File: src/rtl/muxf_tree_pipe.sv
// Pipelined MUXF-style 2:1 mux tree over N_INPUTS x WIDTH inputs, with a register after
// every REG_EVERY levels, valid/select-error tags travelling with the data, and a debug force.
module muxf_tree_pipe #(
    parameter int               N_INPUTS  = 8,
    parameter int               WIDTH     = 1,
    parameter int               REG_EVERY = 2,
    parameter logic [WIDTH-1:0] INIT      = '0,
    localparam int              SW        = (N_INPUTS > 2) ? $clog2(N_INPUTS) : 1
) (
    input  logic                      C,
    input  logic                      R,
    input  logic                      CE,
    input  logic [N_INPUTS*WIDTH-1:0] I,
    input  logic [SW-1:0]             S,
    input  logic                      VI,
    input  logic                      FORCE_EN,
    input  logic [WIDTH-1:0]          FORCE_VAL,
    output logic [WIDTH-1:0]          O,
    output logic                      VO,
    output logic                      SEL_ERR
);
    // N_INPUTS >= 2, so the tree depth always equals the select width.
    localparam int          L     = SW;
    localparam int          P     = (L + REG_EVERY - 1) / REG_EVERY;
    localparam logic [SW:0] N_LIM = N_INPUTS[SW:0];

    for (genvar s = 0; s < P; s++) begin : g_stage
        localparam int LVL0  = s * REG_EVERY;
        localparam int NLVL  = (L - LVL0 < REG_EVERY) ? (L - LVL0) : REG_EVERY;
        localparam int SIN_W = L - LVL0;
        localparam int M_IN  = 1 << SIN_W;
        localparam int M_OUT = M_IN >> NLVL;

        logic [WIDTH-1:0] din    [M_IN];
        logic [WIDTH-1:0] work   [M_IN];
        logic [WIDTH-1:0] data_d [M_OUT];
        logic [WIDTH-1:0] data_q [M_OUT];
        logic [SIN_W-1:0] sin;
        logic             vin;
        logic             ein;
        logic             vld_d;
        logic             vld_q;
        logic             err_d;
        logic             err_q;

        if (s == 0) begin : g_src
            // Leaves beyond N_INPUTS read as zero so out-of-range selects yield 0.
            for (genvar k = 0; k < M_IN; k++) begin : g_leaf
                if (k < N_INPUTS) begin : g_in
                    assign din[k] = I[k*WIDTH +: WIDTH];
                end else begin : g_pad
                    assign din[k] = '0;
                end
            end
            assign sin = S;
            assign vin = VI;
            assign ein = ({1'b0, S} >= N_LIM);
        end else begin : g_chain
            assign din = g_stage[s-1].data_q;
            assign sin = g_stage[s-1].g_fwd.sel_q;
            assign vin = g_stage[s-1].vld_q;
            assign ein = g_stage[s-1].err_q;
        end

        always_comb begin
            for (int k = 0; k < M_IN; k++) begin
                work[k] = din[k];
            end
            // In-place reduction: entry k only reads entries 2k/2k+1, which are not yet overwritten.
            for (int j = 0; j < NLVL; j++) begin
                for (int k = 0; k < (M_IN >> (j + 1)); k++) begin
                    work[k] = sin[j] ? work[2*k+1] : work[2*k];
                end
            end
            for (int k = 0; k < M_OUT; k++) begin
                data_d[k] = work[k];
            end
            vld_d = vin;
            err_d = ein;
        end

        always_ff @(posedge C) begin
            if (R) begin
                for (int k = 0; k < M_OUT; k++) begin
                    data_q[k] <= INIT;
                end
                vld_q <= 1'b0;
                err_q <= 1'b0;
            end else if (CE) begin
                data_q <= data_d;
                vld_q  <= vld_d;
                err_q  <= err_d;
            end
        end

        // Select bits not consumed here ride along to the next stage.
        if (s < P - 1) begin : g_fwd
            logic [SIN_W-NLVL-1:0] sel_d;
            logic [SIN_W-NLVL-1:0] sel_q;

            always_comb begin
                sel_d = sin[SIN_W-1:NLVL];
            end

            always_ff @(posedge C) begin
                if (R) begin
                    sel_q <= '0;
                end else if (CE) begin
                    sel_q <= sel_d;
                end
            end
        end
    end

    always_comb begin
        O = FORCE_EN ? FORCE_VAL : g_stage[P-1].data_q[0];
    end

    assign VO      = g_stage[P-1].vld_q;
    assign SEL_ERR = g_stage[P-1].err_q;

endmodule

File: config.mk
export PLATFORM = sky130hd
export DESIGN_NAME = muxf_tree_pipe
export DESIGN_NICKNAME = d
export VERILOG_FILES = /design/src/rtl/muxf_tree_pipe.sv
export SDC_FILE = /design/constraint.sdc
export NUM_CORES = 1
export LEC_CHECK = 0
export CAP_MARGIN = 20
export CORE_AREA = 2 2 39 41
export DETAILED_ROUTE_END_ITERATION = 7
export DIE_AREA = 0 0 41 43
export GPL_TIMING_DRIVEN = 0
export SLEW_MARGIN = 20
export SYNTH_ARGS = -nofsm -noshare
export SYNTH_HDL_FRONTEND = slang
export SYNTH_SLANG_ARGS = --single-unit
File: constraint.sdc
create_clock -name C -period 1.35 [get_ports C]
set_clock_uncertainty 0.1 [all_clocks]
set_input_delay 0.27 -clock C [delete_from_list [all_inputs] [get_ports C]]
set_output_delay 0.27 -clock C [all_outputs]
set_load 0.1 [all_outputs]
==> impl_metrics.toml, run 1 <==
[min_path]
hold_class = "in2reg"
hold_start = "CE"
min_path_cells = 2

[yosys]
postSynthCellCount = 30
syn_avg_cell_area_um2 = 10.9
yosysTopAreaCell = "dfxtp_1"
async_flop_share_pct = 0
synth_edf_count = 0
synth_area_leaders = "dfxtp_1 (37%), mux2i_1 (25%), o221ai_2 (9.2%), or3b_2 (5.4%), nor2_1 (4.6%)"
synth_seq_area_share_pct = 36.8
synth_common_cells = "mux2i_1 (8), dfxtp_1 (6), nor2_1 (4)"
synth_area_um2 = 327
synth_nets = 47
synth-seq-cells = 6
synth_top_area_share_pct = 36.8
yosys_warnings = 0
synth.distinct_cells = 13
synthFlopType = "dfxtp_1"
yosysMostFrequentCell = "mux2i_1"

[worst_setup_path]
cp_top_family = "flip-flops"
crit_cells = 2
worstPathArrival_ns = 1.00
ff2ff_path_depth = 2
worstSetupPathType = "reg2out"
cp_slowest_cell = "dfxtp_2"
path_max_fanout = 2
crit_buf_inv = 1
startpoint_type = "register"
worst-endpoint-required_ns = 0.98
max_stage_delay_ns = 0.31
worstSetupStartpoint = "g_stage[1].data_q"
r2r_start = "g_stage[0].data_q[0]"
end_kind = "output pin"
crit_path_cell_trace = "mux2_4 -> buf_12"

[detailed_routing]
drtIter0Drc = 2
ant_nets = 0
vias_per_cell = 4.20
routed_wl_um = 647
wire_per_inst_um = 9.95
route.detailed.drc = 0
vias = 273
first_pass_iters = 2

[die]
core_area_mm2 = 0.00138
io_pins = 20
die_h_um = 43
dieArea_mm2 = 0.00176
die_x_um = 41
rows = 14
start_util_pct = 23.6

[timing]
finalSetupViolCount = 1
rsz0062_at_grt = "true"
fin_tns_setup_ns = -0.0159
setup_slack_ns = -0.0159
period_minus_slack_ns = 1.37
finalCritPeriodShare_pct = 101
fmax_mhz = 732
slew_viol_final = 0
hold_viol = 0

[clock_network]
cts_hold_buf = 0
cts_setup_buffers = 0
cts_tree = "done"
cts_buffers = 3
clk_pin_slew_ns = 0.04
cts_resized = 18
cts_root_buffer = "clkbuf_4"
htreeDepth = 1
cts.sinks = 6
clk_latency_ns = 0.24
cts_buffer_depth = 2

[placed_design]
gp_congestion = 0.587
dp_slack_ns = -1.04
dpl_cell_area_um2 = 507
port_buffers = 16
dp_cells = 62

[outcome]
outcome = "finished with violations"
violations = "setup timing"

[global_routing]
grt_max_degree = 10
grt_use_total_pct = 9.75
met2_usage_pct = 12.5
antenna_found_initial = 0
use_met1_pct = 10.6
grt_overflow = 0
busiest_layer = "met2"
grt_pass1_wl_um = 1070
grt_use_met3_pct = 6.28
grt_pass1_vias = 264

[pwr]
power_leakage_nw = 0.235
power_density_mw_per_mm2 = 919
ir_drop_uv = 460

[finish]
diodes = 0
final_util_pct = 39.2
finalNetCount = 68
fill_cells = 152
area_growth_pct = 65.9
final_area_um2 = 542
layout-drive-gt1-share_pct = 28.6
instances_no_fill = 65

[flow_run]
cap_violations = 0
-- logic make-up (layout without fill, tap and decap cells) --
family / count (synthesis) / in the layout / synth area share [%]
mux: 9 / 9 / 28.0
simple gates: 8 / 8 / 15.7
buf+inv: 3 / 22 / 6.90
compound gates: 3 / 3 / 11.5
flops: 6 / 6 / 36.8
other cells: 1 / 1 / 1.15
-- path summary, 6_finish.rpt --
kind | end | slack, ns
setup / recovery | O | -0.02
hold reg to reg | g_stage[1].data_q | 0.39
setup reg to reg | g_stage[0].data_q[0] | 0.34
hold / removal | g_stage[1].data_q | 0.15
-- layout by cell type (no fill, tap or decap), drive strengths merged --
cell type      count
dfxtp              6
conb               1
dlymetal6s2s       1
dlygate4sd2        2
clkdlybuf4s50     11
buf                4
o221ai             2
a211oi             1
mux2i              8
mux2               1
or3b               3
clkbuf             4
nand3b             1
nor2               4
-- state kept, by name, indices dropped and copies added, names as in the netlist --
register	cells
VO	1
g_stage.g_fwd.sel_q	1
g_stage.data_q	3
g_stage.vld_q	1
-- power by group --
group / internal [mW] / switching, mW / total, mW / leakage [nW]
Sequential: 0.190 / 0.00517 / 0.195 / 0.0498
Clock: 0.100 / 0.0594 / 0.160 / 0.0138
Combinational: 0.0746 / 0.0690 / 0.144 / 0.172
Total: 0.364 / 0.134 / 0.498 / 0.235
-- final cells by class --
| class | instances | area (µm²) | area share [%] |
|---|---|---|---|
| clock buffer | 3 | 22.5 | 4.16 |
| sequential | 6 | 121 | 22.4 |
| multi-input combinational | 21 | 188 | 34.6 |
| buffer | 3 | 22.5 | 4.16 |
| timing repair buffer | 16 | 168 | 30.9 |
| tap | 16 | 20.0 | 3.70 |
-- metrics by stage --
step / power (mW) / hold slack [ns]
finish: 0.498 / 0.149
global route: 0.538 / 0.147
detailed placement: 0.336 / 0.383
CTS: 0.510 / 0.147
floorplan: 0.281 / 0.242
global placement: 0.336 / 0.381
-- routing by layer --
layer,vias to the layer above,part of all wire [%]
met2,6,46
met1,121,46
li1,146,-
met3,0,8.0
met5,-,0
met4,0,0
(Power assumes the default switching activity.)
==> run 2, diff against run 1 <==
--- a/config.mk
+++ b/config.mk
@@ -7,6 +7,7 @@
 export LEC_CHECK = 0
 export CAP_MARGIN = 20
 export CORE_AREA = 2 2 39 41
+export CTS_CLUSTER_SIZE = 20
 export DETAILED_ROUTE_END_ITERATION = 7
 export DIE_AREA = 0 0 41 43
 export GPL_TIMING_DRIVEN = 0
==> results of run 2 <==
Final layout, timing and power as in run 1 (identical DEF).
==> run 3, diff against run 2 <==
--- a/config.mk
+++ b/config.mk
@@ -5,13 +5,12 @@
 export SDC_FILE = /design/constraint.sdc
 export NUM_CORES = 1
 export LEC_CHECK = 0
-export CAP_MARGIN = 20
 export CORE_AREA = 2 2 39 41
 export CTS_CLUSTER_SIZE = 20
 export DETAILED_ROUTE_END_ITERATION = 7
 export DIE_AREA = 0 0 41 43
 export GPL_TIMING_DRIVEN = 0
-export SLEW_MARGIN = 20
+export SLEW_MARGIN = 15
 export SYNTH_ARGS = -nofsm -noshare
 export SYNTH_HDL_FRONTEND = slang
 export SYNTH_SLANG_ARGS = --single-unit
==> results of run 3 <==
Final layout, timing and power as in run 1 (identical DEF).
